===== config.mk =====
export PLATFORM = sky130hd
export DESIGN_NAME = fsm_rr_arb_flat
export DESIGN_NICKNAME = d
export VERILOG_FILES = /design/src/rtl/fsm_rr_arb_pkg.sv /design/src/rtl/fsm_rr_arb_if.sv /design/src/rtl/rr_pick.sv /design/src/rtl/fsm_rr_arb.sv /design/src/flat_wrapper.sv
export SDC_FILE = /design/constraint.sdc
export NUM_CORES = 1
export LEC_CHECK = 0
export ABC_CLOCK_PERIOD_IN_PS = 2600
export BUFFER_PORTS_ARGS = -buffer_cell sky130_fd_sc_hd__buf_2
export CAP_MARGIN = 20
export CORE_MARGIN = 2
export CORE_UTILIZATION = 55
export CTS_CLUSTER_DIAMETER = 40
export DETAILED_ROUTE_END_ITERATION = 8
export HOLD_SLACK_MARGIN = 0.03
export PLACE_DENSITY = 0.77
export SLEW_MARGIN = 10
export SYNTH_ARGS = -nofsm -noshare
export SYNTH_HDL_FRONTEND = slang
export SYNTH_SLANG_ARGS = --single-unit
export TNS_END_PERCENT = 5

===== constraint.sdc =====
create_clock -name clock -period 2.6 [get_ports clock]
set_input_delay 0.26 -clock clock [delete_from_list [all_inputs] [get_ports clock]]
set_output_delay 0.26 -clock clock [all_outputs]
set_load 0.005 [all_outputs]

===== src/rtl/fsm_rr_arb_pkg.sv =====
// Shared types and helpers for the round-robin grant arbiter.
package fsm_rr_arb_pkg;

  localparam int unsigned HOLD_W = 8;

  // Sparse encoding so a corrupted state register is recognisable.
  typedef enum logic [1:0] {
    IDLE  = 2'b01,
    GRANT = 2'b10
  } state_t;

  // Index of the set bit in a one-hot vector; supports up to 32 agents.
  function automatic logic [4:0] oh_to_idx(input logic [31:0] oh);
    logic [4:0] idx;
    idx = '0;
    for (int i = 0; i < 32; i++) begin
      if (oh[i]) idx = idx | 5'(i);
    end
    return idx;
  endfunction

endpackage


===== src/rtl/fsm_rr_arb_if.sv =====
// Request/grant bundle between the agents (master) and the arbiter (slave).
interface fsm_rr_arb_if
  import fsm_rr_arb_pkg::*;
#(
  parameter int unsigned NUM_REQ = 4
);
  localparam int unsigned IDX_W = $clog2(NUM_REQ);

  logic [NUM_REQ-1:0] req;
  logic [NUM_REQ-1:0] gnt;
  logic               gnt_valid;
  logic [IDX_W-1:0]   gnt_idx;
  logic [HOLD_W-1:0]  hold_cnt;

  modport master (output req, input gnt, gnt_valid, gnt_idx, hold_cnt);
  modport slave  (input req, output gnt, gnt_valid, gnt_idx, hold_cnt);

endinterface


===== src/rtl/rr_pick.sv =====
// Combinational round-robin picker: first requester at or after ptr, wrapping.
module rr_pick
  import fsm_rr_arb_pkg::*;
#(
  parameter int unsigned NUM_REQ = 4,
  parameter int unsigned IDX_W   = $clog2(NUM_REQ)
) (
  input  logic [NUM_REQ-1:0] req,
  input  logic [IDX_W-1:0]   ptr,
  output logic [NUM_REQ-1:0] win_oh,
  output logic [IDX_W-1:0]   win_idx,
  output logic               any_req_c
);

  logic        found;
  int unsigned j;

  // Scan NUM_REQ positions starting at ptr, modulo NUM_REQ.
  always_comb begin
    win_oh = '0;
    found  = 1'b0;
    j      = 0;
    for (int unsigned i = 0; i < NUM_REQ; i++) begin
      j = 32'(ptr) + i;
      if (j >= NUM_REQ) j = j - NUM_REQ;
      if (!found && req[j]) begin
        win_oh[j] = 1'b1;
        found     = 1'b1;
      end
    end
  end

  assign win_idx   = IDX_W'(oh_to_idx(32'(win_oh)));
  assign any_req_c = |req;

endmodule


===== src/rtl/fsm_rr_arb.sv =====
// Round-robin request/grant arbiter with bounded tenure and encoded grant index.
// Optional owner lock against timeout preemption: define FSM_RR_ARB_LOCK_EN.
module fsm_rr_arb
  import fsm_rr_arb_pkg::*;
#(
  parameter int unsigned NUM_REQ  = 4,
  parameter int unsigned MAX_HOLD = 8
) (
  input  logic         clock,
  input  logic         reset,
`ifdef FSM_RR_ARB_LOCK_EN
  input  logic         lock,
`endif
  fsm_rr_arb_if.slave  bus
);

  localparam int unsigned IDX_W = $clog2(NUM_REQ);

  state_t             state_q, state_d;
  logic [NUM_REQ-1:0] gnt_q, gnt_d;
  logic               valid_q, valid_d;
  logic [IDX_W-1:0]   idx_q, idx_d;
  logic [IDX_W-1:0]   ptr_q, ptr_d;
  logic [HOLD_W-1:0]  hold_q, hold_d;

  logic [NUM_REQ-1:0] win_oh;
  logic [IDX_W-1:0]   win_idx;
  logic               any_req;
  logic               own_req;
  logic               other_req;
  logic               timeout;

  rr_pick #(
    .NUM_REQ (NUM_REQ),
    .IDX_W   (IDX_W)
  ) u_pick (
    .req       (bus.req),
    .ptr       (ptr_q),
    .win_oh    (win_oh),
    .win_idx   (win_idx),
    .any_req_c (any_req)
  );

  assign own_req   = |(bus.req & gnt_q);
  assign other_req = |(bus.req & ~gnt_q);

`ifdef FSM_RR_ARB_LOCK_EN
  assign timeout = (hold_q >= HOLD_W'(MAX_HOLD)) && !lock;
`else
  assign timeout = (hold_q >= HOLD_W'(MAX_HOLD));
`endif

  // Next-state and next-output decode.
  always_comb begin
    state_d = state_q;
    gnt_d   = gnt_q;
    valid_d = valid_q;
    idx_d   = idx_q;
    ptr_d   = ptr_q;
    hold_d  = hold_q;

    unique case (state_q)
      IDLE, GRANT: begin
        if (state_q == GRANT && own_req && (!timeout || !other_req)) begin
          hold_d = (hold_q == '1) ? hold_q : hold_q + HOLD_W'(1);
        end else if (any_req) begin
          // New tenure: idle start, handover or preemption all land here.
          state_d = GRANT;
          gnt_d   = win_oh;
          valid_d = 1'b1;
          idx_d   = win_idx;
          hold_d  = HOLD_W'(1);
          ptr_d   = (win_idx == IDX_W'(NUM_REQ - 1)) ? '0 : win_idx + IDX_W'(1);
        end else begin
          state_d = IDLE;
          gnt_d   = '0;
          valid_d = 1'b0;
          idx_d   = '0;
          hold_d  = '0;
        end
      end
      default: begin
        state_d = IDLE;
        gnt_d   = '0;
        valid_d = 1'b0;
        idx_d   = '0;
        hold_d  = '0;
      end
    endcase
  end

  always_ff @(posedge clock or negedge reset) begin
    if (!reset) begin
      state_q <= IDLE;
      gnt_q   <= '0;
      valid_q <= 1'b0;
      idx_q   <= '0;
      ptr_q   <= '0;
      hold_q  <= '0;
    end else begin
      state_q <= state_d;
      gnt_q   <= gnt_d;
      valid_q <= valid_d;
      idx_q   <= idx_d;
      ptr_q   <= ptr_d;
      hold_q  <= hold_d;
    end
  end

  assign bus.gnt       = gnt_q;
  assign bus.gnt_valid = valid_q;
  assign bus.gnt_idx   = idx_q;
  assign bus.hold_cnt  = hold_q;

endmodule


===== src/flat_wrapper.sv =====
// flat-port wrapper written by rule: the top's interface ports become plain ports
module fsm_rr_arb_flat import fsm_rr_arb_pkg::*;
#(
  parameter int unsigned NUM_REQ  = 4,
  parameter int unsigned MAX_HOLD = 8
)
  (clock, reset, bus_req, bus_gnt, bus_gnt_valid, bus_gnt_idx, bus_hold_cnt);
  fsm_rr_arb_if #(.NUM_REQ(NUM_REQ)) bus_i ();
  input  logic clock;
  input  logic reset;
  input wire logic [$bits(bus_i.req)-1:0] bus_req;
  output wire logic [$bits(bus_i.gnt)-1:0] bus_gnt;
  output wire logic [$bits(bus_i.gnt_valid)-1:0] bus_gnt_valid;
  output wire logic [$bits(bus_i.gnt_idx)-1:0] bus_gnt_idx;
  output wire logic [$bits(bus_i.hold_cnt)-1:0] bus_hold_cnt;
  assign bus_i.req = bus_req;
  assign bus_gnt = bus_i.gnt;
  assign bus_gnt_valid = bus_i.gnt_valid;
  assign bus_gnt_idx = bus_i.gnt_idx;
  assign bus_hold_cnt = bus_i.hold_cnt;
  fsm_rr_arb #(.NUM_REQ(NUM_REQ), .MAX_HOLD(MAX_HOLD)) u_core (.clock(clock), .reset(reset), .bus(bus_i));
endmodule

; ---- Word-level counts from Yosys, hierarchy flattened
; Cells that the tools add are included.
[op_classes]
muxes = 47
bitwise = 7
n_lt_le_gt_ge = 13
reduce_logical = 20
n_eq_ne = 6
add_sub_neg = 9
[op_table]
columns = operator, count
row1 = "greater-or-equal comparator 32 x 1 -> 1 bit, second input constant", 4
row2 = "< comparator 32 x 3 -> 1 bit, second input constant", 4
row3 = 2-to-1 mux 32 bit, 4
row4 = 2-to-1 mux 4 bit, 7
row5 = 2-to-1 mux 8 bit, 3
row6 = 2-to-1 mux 2 bit, 9
row7 = 2-to-1 mux 1 bit, 16
row8 = bitwise OR 4 bit, 3
row9 = OR reduction 4 bit, 3
row10 = "subtractor 3 x 3 -> 4 bit, second input constant", 3
row11 = "greater-or-equal comparator 3 bit, second input constant", 3
row12 = logical AND 1 bit, 9
row13 = "adder 8 x 1 -> 8 bit, second input constant", 1
row14 = bitwise AND 4 bit, 2
row15 = binary-select mux 1 bit (select 2 bit), 4
row16 = demux 1 bit (select 2 bit), 4
row17 = "equality test 8 bit, second input constant", 1
row18 = "greater-or-equal comparator 8 x 4 -> 1 bit, second input constant", 1
row19 = "adder 2 x 2 -> 3 bit, second input constant", 2
row20 = logical NOT 1 bit, 5
row21 = "equality test 2 bit, second input constant", 2
row22 = inverter 4 bit, 1
row23 = "subtractor 2 x 3 -> 4 bit, second input constant", 1
row24 = "adder 2 x 1 -> 3 bit, second input constant", 1
row25 = other kinds (9), 9
[word_totals]
inputBits = 6
regBits = 19
out_inout_bits = 15

; ---- Longest topological paths before layout
; Gate-level depths: netlist of the first run.
[logic_depth]
depth_word = 20
ltp_mapped = 9
depth_no_buf = 8

; ---- By module
; A second synthesis of the first run with hierarchy kept.
[unflattened]
cells_unflattened = 131
hier_area_um2 = 1340.0
[modules_own_cells]
columns = mod, seq_area_each_um2, n_inst, cells_per_inst, area_per_inst_um2
row1 = fsm_rr_arb, 451.7, 1, 95, 989.7
row2 = rr_pick, 0.0, 1, 36, 350.3

; ---- Least setup slack after synthesis of the first run
; OpenSTA, ideal clock, no wires.
[synth_timing]
path_kind = register to register
start = register u_core.ptr_q[0]
end = register u_core.idx_q[0], in the netlist u_core.bus.gnt_idx[0]
n_path_buf = 1
arrival_ps = 2320
synth_period_minus_slack_ps = 2441
slack_ps = 159
setup_time_ps = 121
path_stages_with_launch = 10
cell_sequence = dfrtp_1 buf_6 inv_1 ha_1 mux4_2 nor2b_4 a22o_2 a221oi_2 nand2_1 a22o_1
[synth_via]
elab_chain_len = 20
[synth_lines]
columns = item, line
row1 = "start, declared", fsm_rr_arb.sv:23  ; logic [IDX_W-1:0] ptr_q, ptr_d;
row2 = "start signal, assigned", fsm_rr_arb.sv:105  ; ptr_q <= ptr_d;
row3 = "parallel branches: the longest is 13 deep, another holds greater-or-equal comparator 32 x 1 -> 1 bit", n/a
row4 = 2-to-1 mux 4 bit (*), rr_pick.sv:26  ; if (!found && req[j]) begin
row5 = 2-to-1 mux 1 bit, fsm_rr_arb_pkg.sv:17  ; if (oh[i]) idx = idx | 5'(i);
row6 = 2-to-1 mux 2 bit, fsm_rr_arb_pkg.sv:17
row7 = 2-to-1 mux 2 bit (*), fsm_rr_arb_pkg.sv:17
row8 = 2-to-1 mux 2 bit (*), fsm_rr_arb.sv:66  ; end else if (any_req) begin
row9 = 2-to-1 mux 2 bit (*), fsm_rr_arb.sv:64  ; if (state_q == GRANT && own_req && (!timeout || !other_req)) begin
row10 = 2-to-1 mux 2 bit (*), fsm_rr_arb.sv:62  ; unique case (state_q)
row11 = "end signal, assigned", fsm_rr_arb.sv:104  ; idx_q <= idx_d;
row12 = "end, declared", fsm_rr_arb.sv:22  ; logic [IDX_W-1:0] idx_q, idx_d;
; Mark *: on every way between the ends. The select of a mux whose other input is x is not followed.
; A chain may end at the register's enable or synchronous reset.

; ---- Worst setup path after layout of the first run
[layout_timing]
start = register u_core.ptr_q[1]
end = register u_core.idx_q[0], in the netlist u_core.bus.gnt_idx[0]
; Same word-level chain as after synthesis.

==> reports/qor.json, run 1 <==
{
  "run_status": {"value": "finished, final reports clean"},
  "first_pass_iters": {"value": 4},
  "clock_latency": {"value": 290, "unit": "ps"},
  "setup_viol_count_final": {"value": 0},
  "r2r.worst_path.cells": {"value": 8},
  "gpl.final_weighted_congestion": {"value": 0.926},
  "grtUsageTotal": {"value": 22.3, "unit": "%"},
  "finalCoreUtilization": {"value": 63.8, "unit": "%"},
  "clock_tree.buffer_depth": {"value": 2},
  "arrival": {"value": 2600, "unit": "ps"},
  "detailed_place_hpwl": {"value": 1.96, "unit": "mm"},
  "clockRootBuffer": {"value": "clkbuf_4"},
  "cts_inserted_buffers": {"value": 3},
  "period_share": {"value": 92.8, "unit": "%"},
  "seq_area": {"value": 452, "unit": "µm²"},
  "multi_input_area": {"value": 707, "unit": "µm²"},
  "grt_start_max_net_pins": {"value": 19},
  "pin_count": {"value": 21},
  "worstPathCellList": {"value": "inv_1 > ha_1 > mux4_2 > nor2b_4 > a22o_2 > a221oi_2 > nand2_1 > a22o_1"},
  "grt_antenna_before_repair": {"value": 0},
  "filler_cell_count": {"value": 186},
  "clock_sink_count": {"value": 18},
  "cp_num_cells": {"value": 8},
  "timing.final.hold_violations": {"value": 0},
  "die_width": {"value": 51.0, "unit": "µm"},
  "tightest_slew_margin_relative_to_the_limit": {"value": 60.4, "unit": "%"},
  "tightest_slew": {"value": 579, "unit": "ps"},
  "cp_endpoint_kind": {"value": "register"},
  "gr-total-overflow": {"value": 0},
  "cts_repair_resize_count": {"value": 0},
  "worst_path_dominant_cell_family": {"value": "compound AO/OA/AOI/OAI gates"},
  "vias_in_the_first_global_route": {"value": 1030},
  "final_period_minus_worst_setup_slack": {"value": 2410, "unit": "ps"},
  "grt_setup_unrepaired": {"value": "false"},
  "netlist_area": {"value": 1220, "unit": "µm²"},
  "irDropWorstVdd": {"value": 0.000460, "unit": "V"},
  "finalNetCount": {"value": 166},
  "die_h": {"value": 51.0, "unit": "µm"},
  "yosys_warnings": {"value": 0},
  "detailroute.via_count": {"value": 1044},
  "clk_pin_slew_worst_paths": {"value": 100, "unit": "ps"},
  "dr.first_iter.drc_count": {"value": 21},
  "syn_area_per_cell": {"value": 9.50, "unit": "µm²"},
  "critical_path.max_stage_delay": {"value": 530, "unit": "ps"},
  "syn-num-nets": {"value": 142},
  "max-cap-violations": {"value": 0},
  "post_drt_wl_per_cell": {"value": 14.6, "unit": "µm"},
  "final-max-slew-violation-count": {"value": 0},
  "timing.setup.tns": {"value": 0, "unit": "ps"},
  "timing.critical_path.buf_inv": {"value": 1},
  "worst_slack": {"value": 188, "unit": "ps"},
  "drt-vias-per-instance": {"value": 5.83},
  "ys_seq_area_share": {"value": 37.1, "unit": "%"},
  "drt_drc_violations_left": {"value": 0},
  "placementRows": {"value": 17},
  "timing.critical_path.fanout_max": {"value": 5},
  "placeableCoreArea": {"value": 2150, "unit": "µm²"},
  "class_of_the_worst_hold_path": {"value": "input pin to asynchronous set/reset pin"},
  "cts_tree": {"value": "built"},
  "area_growth_syn_to_layout": {"value": 12.8, "unit": "%"},
  "h_tree_levels": {"value": 1},
  "netlist-cell-type-count": {"value": 39},
  "layout.cells.most_common": {"value": "buf_2"},
  "diodes": {"value": 0},
  "floorplan.die_area": {"value": 2600, "unit": "µm²"},
  "pre_cts_slack": {"value": 201, "unit": "ps"},
  "placement.io_buffers": {"value": 20},
  "fin_skew": {"value": 5.07, "unit": "ps"},
  "power.density_cell_area": {"value": 976, "unit": "nW/µm²"},
  "drt.antenna.violating_nets": {"value": 0},
  "postRouteWirelength": {"value": 2.62, "unit": "mm"},
  "power_leakage": {"value": 0.655, "unit": "nW"},
  "final_layout_size_suffix_gt1_share": {"value": 23.2, "unit": "%"},
  "critPathSlowestCell": {"value": "mux4_2"},
  "most-common-layout-cells": {"value": "buf_2 (20), dfrtp_1 (17), nand2_1 (15)"},
  "initial_utilization": {"value": 56.6, "unit": "%"},
  "kind_of_start_point_of_the_critical_path": {"value": "register"},
  "synth_cells": {"value": 128},
  "path_class": {"value": "register to register"},
  "synth.ff_latch_count": {"value": 18},
  "grt_first_pass_wirelength": {"value": 4.38, "unit": "mm"},
  "max_freq": {"value": 0.415, "unit": "GHz"},
  "cp_data_required_time": {"value": 2790, "unit": "ps"}
}
==> where the power goes <==
part | total, mW | internal [mW] | switching, mW
logic | 0.791 | 0.345 | 0.446
registers | 0.401 | 0.357 | 0.0438
clock network | 0.147 | 0.0597 | 0.0868
total | 1.34 | 0.762 | 0.577
==> sequential cells by signal, summed over array words and instances (netlist names) <==
name,count
u_core.bus.gnt_idx,2
u_core.state_q,2
u_core.bus.gnt,4
u_core.bus.hold_cnt,8
u_core.ptr_q,2
==> cell type report <==
cell class,instances,area share [%]
Sequential cell,18,32.9
Timing Repair Buffer,23,9.12
Tap cell,28,2.55
Multi-Input combinational cell,99,51.6
Inverter,7,1.92
Clock buffer,4,1.92
==> worst reg2reg max path: stages (launching register included) <==
cell      delay, ps
dfrtp_1         360
inv_1           100
ha_1            370
mux4_2          540
nor2b_4         160
a22o_2          210
a221oi_2        280
nand2_1         120
a22o_1          190
==> timing repair <==
item                                   in CTS  in global routing
endpoints found under the hold margin      17                  0
setup endpoints to repair                   0                  0
buffers inserted                            0                  0
hold buffers                                1                  0
==> metal layers <==
layer	global-route usage, %	part of all wire (%)
met4	9.01	1.1
met3	3.22	3.0
met1	27.0	46
met2	39.4	50
met5	0	0
==> cells by family after synthesis <==
kind of cell / synth area share [%]
and+or+nand+nor: 23.0
AOI/OAI and AO/OA: 19.5
DFF: 37.1
buffers and inverters: 4.73
adders and majority gates: 8.23
xor gates and xnor gates: 3.60
muxes: 3.70
==> cell usage after synthesis <==
| cell type | n | share of area [%] |
|---|---|---|
| nor2_1 | 13 | 4.0 |
| a221oi_2 | 3 | 3.7 |
| a211oi_1 | 1 | 0.62 |
| xor2_1 | 3 | 2.2 |
| o22ai_1 | 2 | 1.0 |
| clkbuf_1 | 1 | 0.31 |
| a22o_2 | 1 | 0.82 |
| xnor2_1 | 2 | 1.4 |
| or4_1 | 1 | 0.62 |
| o211ai_1 | 1 | 0.62 |
| a22o_1 | 3 | 2.2 |
| or2_1 | 1 | 0.51 |
| nor3_1 | 3 | 1.2 |
| buf_2 | 1 | 0.41 |
| nor2b_1 | 3 | 1.5 |
| buf_6 | 2 | 1.9 |
| nor4bb_1 | 1 | 0.82 |
| and3b_1 | 1 | 0.72 |
| a21o_1 | 2 | 1.2 |
| nor2b_4 | 1 | 1.1 |
| nor3b_1 | 3 | 1.9 |
| a311oi_2 | 1 | 1.2 |
| nor4b_1 | 1 | 0.72 |
| dfstp_2 | 1 | 2.2 |
| a222oi_1 | 1 | 0.82 |
| nand3_1 | 4 | 1.6 |
| a22oi_1 | 2 | 1.2 |
| nand4_1 | 2 | 1.0 |
| nand3b_1 | 2 | 1.2 |
| a2111oi_0 | 1 | 0.72 |
| o21ai_0 | 6 | 2.5 |
| nand2_1 | 15 | 4.6 |
| a21oi_1 | 7 | 2.9 |
| dfrtp_1 | 17 | 35 |
| ha_1 | 8 | 8.2 |
| mux4_2 | 2 | 3.7 |
| and3b_2 | 1 | 0.82 |
| inv_1 | 7 | 2.2 |
| and3_1 | 1 | 0.51 |
==> worst paths after layout <==
| path | startpoint | to | slack [ps] |
|---|---|---|---|
| worst min-delay path | reset | u_core.bus.gnt[1]$_DFFE_PN0P_ | 420 |
| max in group asynchronous | reset | u_core.state_q[0]$_DFFE_PN1P_ | 1860 |
| worst max-delay path | u_core.ptr_q[1]$_DFFE_PN0P_ | u_core.bus.gnt_idx[0]$_DFFE_PN0P_ | 190 |
| min in group clock | u_core.bus.gnt_idx[1]$_DFFE_PN0P_ | u_core.bus.gnt_idx[1]$_DFFE_PN0P_ | 480 |
| worst min register to register | u_core.bus.gnt_idx[1]$_DFFE_PN0P_ | u_core.bus.gnt_idx[1]$_DFFE_PN0P_ | 480 |
| worst max register to register | u_core.ptr_q[1]$_DFFE_PN0P_ | u_core.bus.gnt_idx[0]$_DFFE_PN0P_ | 190 |
==> through the flow <==
stage / total power [mW] / cells / cell area [µm²] / hold WS, ps
finish: 1.34 / 179 / 1370 / 424
global route: 1.45 / 179 / 1370 / 452
CTS: 1.34 / 179 / 1370 / 433
detailed placement: 1.19 / 174 / 1340 / 215
global placement: 1.18 / 174 / 1340 / 203
floorplan: 1.01 / 128 / 1220 / -35.6
Power figures use the tool's default switching activity.
==> run 2: changes to the inputs <==
--- a/config.mk
+++ b/config.mk
@@ -5,6 +5,7 @@
 export SDC_FILE = /design/constraint.sdc
 export NUM_CORES = 1
 export LEC_CHECK = 0
+export ABC_AREA = 1
 export ABC_CLOCK_PERIOD_IN_PS = 2600
 export BUFFER_PORTS_ARGS = -buffer_cell sky130_fd_sc_hd__buf_2
 export CAP_MARGIN = 20
==> run 2 against run 1 <==
  * Clock power grew 16%
  * Sequential power grew 6.0%
  * Via count grew 18%
  * First-iteration DRC count grew 95%
  * Non-clock buffer count shrank 2
  * Largest power group unchanged
==> reports/qor.json, run 2 <==
{
  "ys_async_sr_fraction": {"value": 100, "unit": "%", "change": "unchanged"},
  "cp_endpoint_kind": {"value": "register"},
  "pin_count": {"value": 21, "change": "unchanged"},
  "numPlacedInstances": {"value": 228, "change": "+31%"},
  "multi_input_area": {"value": 718, "unit": "µm²", "change": "+1.6%"},
  "ys_dominant_reg_cell": {"value": "dfrtp_1"},
  "tightest_slew": {"value": 399, "unit": "ps", "change": "-180 ps"},
  "grt_first_pass_wirelength": {"value": 4.87, "unit": "mm", "change": "+11%"},
  "synth_fa_ha_area_share": {"value": 7.85, "unit": "%", "change": "-0.38 points"},
  "clockRootBuffer": {"value": "clkbuf_4"},
  "synth.area.mux_share": {"value": 0, "unit": "%", "change": "-3.7 points"},
  "period_share": {"value": 79.4, "unit": "%", "change": "-13 points"},
  "synth_most_common_cell": {"value": "nand2_1"},
  "post_drt_wl_per_cell": {"value": 12.1, "unit": "µm", "change": "-18%"},
  "gr-total-overflow": {"value": 0, "change": "unchanged"},
  "dr.first_iter.drc_count": {"value": 41, "change": "+95%"},
  "yosys_warnings": {"value": 0, "change": "unchanged"},
  "largest_reg_flops": {"value": 8, "change": "unchanged"},
  "initial_utilization": {"value": 57.6, "unit": "%", "change": "+1.0 points"},
  "synth.area.top_cells": {"value": "dfrtp_1 (33%), nand2_1 (16%), ha_1 (7.9%), inv_1 (6.5%), nand3_1 (6.3%)"},
  "postRouteWirelength": {"value": 2.81, "unit": "mm", "change": "+7.2%"},
  "clock_sink_count": {"value": 18, "change": "unchanged"},
  "finalNetCount": {"value": 220, "change": "+33%"},
  "cp_num_cells": {"value": 12, "change": "+4"},
  "class_of_the_worst_hold_path": {"value": "input pin to asynchronous set/reset pin"},
  "grtUsageTotal": {"value": 23.7, "unit": "%", "change": "+1.5 points"},
  "detailed_place_hpwl": {"value": 2.21, "unit": "mm", "change": "+13%"},
  "pwr-share-comb": {"value": 59.3, "unit": "%", "change": "+0.2 points"},
  "final_period_minus_worst_setup_slack": {"value": 2060, "unit": "ps", "change": "-347 ps"},
  "r2r.worst_path.cells": {"value": 12, "change": "+4"},
  "placementRows": {"value": 17, "change": "unchanged"},
  "synth_largest_area_cell": {"value": "dfrtp_1"},
  "synthTopCellsByCount": {"value": "nand2_1 (54), inv_1 (22), dfrtp_1 (17)"},
  "die_h": {"value": 52.1, "unit": "µm", "change": "+2.2%"},
  "sw_frac_of_total": {"value": 49.1, "unit": "%", "change": "+6.0 points"},
  "synth-simple-area-share": {"value": 38.3, "unit": "%", "change": "+15 points"},
  "final-max-slew-violation-count": {"value": 0, "change": "unchanged"},
  "floorplan.die_area": {"value": 2720, "unit": "µm²", "change": "+4.4%"},
  "h_tree_levels": {"value": 1, "change": "unchanged"},
  "power.density_cell_area": {"value": 1000, "unit": "nW/µm²", "change": "+2.9%"},
  "cellInternalPower": {"value": 0.744, "unit": "mW", "change": "-2.3%"},
  "fin_skew": {"value": 4.13, "unit": "ps", "change": "-0.946 ps"},
  "syn_area_per_cell": {"value": 7.08, "unit": "µm²", "change": "-25%"},
  "placement.io_buffers": {"value": 20, "change": "unchanged"},
  "total_power": {"value": 1.46, "unit": "mW", "change": "+9.2%"},
  "finalCoreUtilization": {"value": 65.8, "unit": "%", "change": "+2.0 points"},
  "layout.cells.most_common": {"value": "nand2_1"},
  "synth_compound_gate_area_share": {"value": 9.52, "unit": "%", "change": "-10 points"},
  "grt_setup_unrepaired": {"value": "false"},
  "timing.final.hold_violations": {"value": 0, "change": "unchanged"},
  "grt_antenna_before_repair": {"value": 0, "change": "unchanged"},
  "drt-vias-per-instance": {"value": 5.27, "change": "-9.6%"},
  "vias_in_the_first_global_route": {"value": 1159, "change": "+13%"},
  "cts_inserted_buffers": {"value": 3, "change": "unchanged"},
  "filler_cell_count": {"value": 195, "change": "+4.8%"},
  "kind_of_start_point_of_the_critical_path": {"value": "register"},
  "clock_tree.buffer_depth": {"value": 2, "change": "unchanged"},
  "p_clk_share": {"value": 11.6, "unit": "%", "change": "+0.7 points"},
  "netlist_area": {"value": 1270, "unit": "µm²", "change": "+4.8%"},
  "arrival": {"value": 2260, "unit": "ps", "change": "-340 ps"},
  "syn-num-nets": {"value": 194, "change": "+37%"},
  "worst_path_dominant_cell_family": {"value": "simple AND/OR/NAND/NOR gates"},
  "synth.ff_latch_count": {"value": 18, "change": "unchanged"},
  "clock_latency": {"value": 290, "unit": "ps", "change": "about the same"},
  "cts_tree": {"value": "built"},
  "detailroute.via_count": {"value": 1228, "change": "+18%"},
  "most-common-layout-cells": {"value": "nand2_1 (54), inv_1 (22), buf_2 (20)"},
  "rrSetupSlack": {"value": 540, "unit": "ps", "change": "+350 ps"},
  "irDropWorstVdd": {"value": 0.000607, "unit": "V", "change": "+32%"},
  "worst_slack": {"value": 535, "unit": "ps", "change": "+347 ps"},
  "pre_cts_slack": {"value": 583, "unit": "ps", "change": "+383 ps"},
  "area_growth_syn_to_layout": {"value": 14.2, "unit": "%"},
  "gpl.final_weighted_congestion": {"value": 0.989, "change": "+6.8%"},
  "synth_top_area_share": {"value": 33.4, "unit": "%", "change": "-1.6 points"},
  "max_freq": {"value": 0.484, "unit": "GHz", "change": "+17%"},
  "synth-edff-count": {"value": 0, "change": "unchanged"},
  "critPathSlowestCell": {"value": "dfrtp_1"},
  "power_leakage": {"value": 0.800, "unit": "nW", "change": "+22%"},
  "clk_pin_slew_worst_paths": {"value": 100, "unit": "ps", "change": "about the same"},
  "placeableCoreArea": {"value": 2210, "unit": "µm²", "change": "+3.0%"},
  "timing.setup.tns": {"value": 0, "unit": "ps", "change": "unchanged"},
  "synth_top_family_by_area": {"value": "simple AND/OR/NAND/NOR gates"},
  "seq_area": {"value": 452, "unit": "µm²", "change": "unchanged"},
  "drt.antenna.violating_nets": {"value": 0, "change": "unchanged"},
  "ys_seq_area_share": {"value": 35.4, "unit": "%", "change": "-1.7 points"},
  "cp_common_cell": {"value": "nand2_1"},
  "cp_data_required_time": {"value": 2800, "unit": "ps", "change": "about the same"},
  "timing.critical_path.buf_inv": {"value": 2, "change": "+1"},
  "max-cap-violations": {"value": 0, "change": "unchanged"},
  "post_cts_buffers": {"value": 0, "change": "unchanged"},
  "yosys.area_share.xor_xnor": {"value": 0.687, "unit": "%", "change": "-2.9 points"},
  "power_switching": {"value": 0.718, "unit": "mW", "change": "+24%"},
  "grt_start_max_net_pins": {"value": 19, "change": "unchanged"},
  "worstPathCellList": {"value": "inv_2 > ha_1 > inv_1 > nand3_1 > nand2_1 > nand2_4 > nor2_4 > nand2_1 > nand4_1 > nand2_1 > nand2_1 > nor2_1"},
  "drt_drc_violations_left": {"value": 0, "change": "unchanged"},
  "timing.critical_path.fanout_max": {"value": 10, "change": "+5"},
  "setup_viol_count_final": {"value": 0, "change": "unchanged"},
  "path_class": {"value": "register to register"},
  "critical_path.max_stage_delay": {"value": 550, "unit": "ps", "change": "+20 ps"},
  "netlist-cell-type-count": {"value": 24, "change": "-38%"},
  "post_layout_nonfiller_instances": {"value": 233, "change": "+30%"},
  "synth_cells": {"value": 180, "change": "+41%"},
  "run_status": {"value": "finished, final reports clean"},
  "die_width": {"value": 52.1, "unit": "µm", "change": "+2.2%"},
  "final_layout_size_suffix_gt1_share": {"value": 19.5, "unit": "%", "change": "-3.7 points"},
  "p_seq_share": {"value": 29.1, "unit": "%", "change": "-0.9 points"},
  "tightest_slew_margin_relative_to_the_limit": {"value": 73.4, "unit": "%", "change": "+13 points"},
  "first_pass_iters": {"value": 4, "change": "unchanged"},
  "diodes": {"value": 0, "change": "unchanged"}
}
==> run 2: changes by cell type after synthesis, sizes merged, moves of 3 or more <==
cell and delta:
a221oi -3, a22o -4, buf -3, clkinv +3, inv +18, nand2 +44
nand3 +16, nor2 +6, nor2b -4, nor3b -3, o21ai +3
==> run 2: path summary, 6_finish.rpt <==
check,from,endpoint
max in group asynchronous,reset,u_core.state_q[0]$_DFFE_PN1P_
max,u_core.ptr_q[0]$_DFFE_PN0P_,u_core.ptr_q[0]$_DFFE_PN0P_
max reg2reg,u_core.ptr_q[0]$_DFFE_PN0P_,u_core.ptr_q[0]$_DFFE_PN0P_
min in group clock,u_core.state_q[0]$_DFFE_PN1P_,u_core.state_q[0]$_DFFE_PN1P_
min reg2reg,u_core.state_q[0]$_DFFE_PN1P_,u_core.state_q[0]$_DFFE_PN1P_
min,reset,u_core.bus.gnt[3]$_DFFE_PN0P_
==> run 2: power by group through the flow <==
stage               logic [mW]  clock network, mW  registers [mW]
floorplan                0.670                  0           0.419
global placement         0.841                  0           0.425
global route             0.994              0.188           0.432
detailed placement       0.855                  0           0.429
CTS                      0.864              0.178           0.423
finish                   0.867              0.170           0.425
==> run 2: per-stage QoR <==
step	cell area, µm²	hold slack [ps]
final	1460	410
after global routing	1460	444
after CTS	1460	411
after detailed placement	1410	209
after global placement	1410	204
after floorplan	1270	-35.6
==> run 2: per-layer routing <==
layer,track usage (%),vias up,share of wire [%]
met3,5.17,2,5.3
met4,5.56,0,0.50
li1,-,625,-
met2,37.3,35,44
met1,33.4,566,50
met5,0,-,0
==> run 2: final cells by class <==
class,count,area share [%]
clock buffers,4,2.49
repair buffers,21,7.56
inverters,28,7.22
multi-input cells,134,49.3
flip-flops and latches,18,31.0
well taps,28,2.41
==> run 2: kinds of logic (layout without fill, tap and decap cells) <==
kind of cell | count (synthesis) | in the layout
compound gates | 22 | 22
fa+ha+maj | 8 | 8
xor+xnor | 1 | 1
simple gates | 103 | 103
buf+inv | 28 | 53
flops | 18 | 18
==> run 2: repair_timing <==
action	4_1_cts	5_1_grt
resized for setup	0	0
hold buffers	1	0
endpoints found under the hold margin	17	0
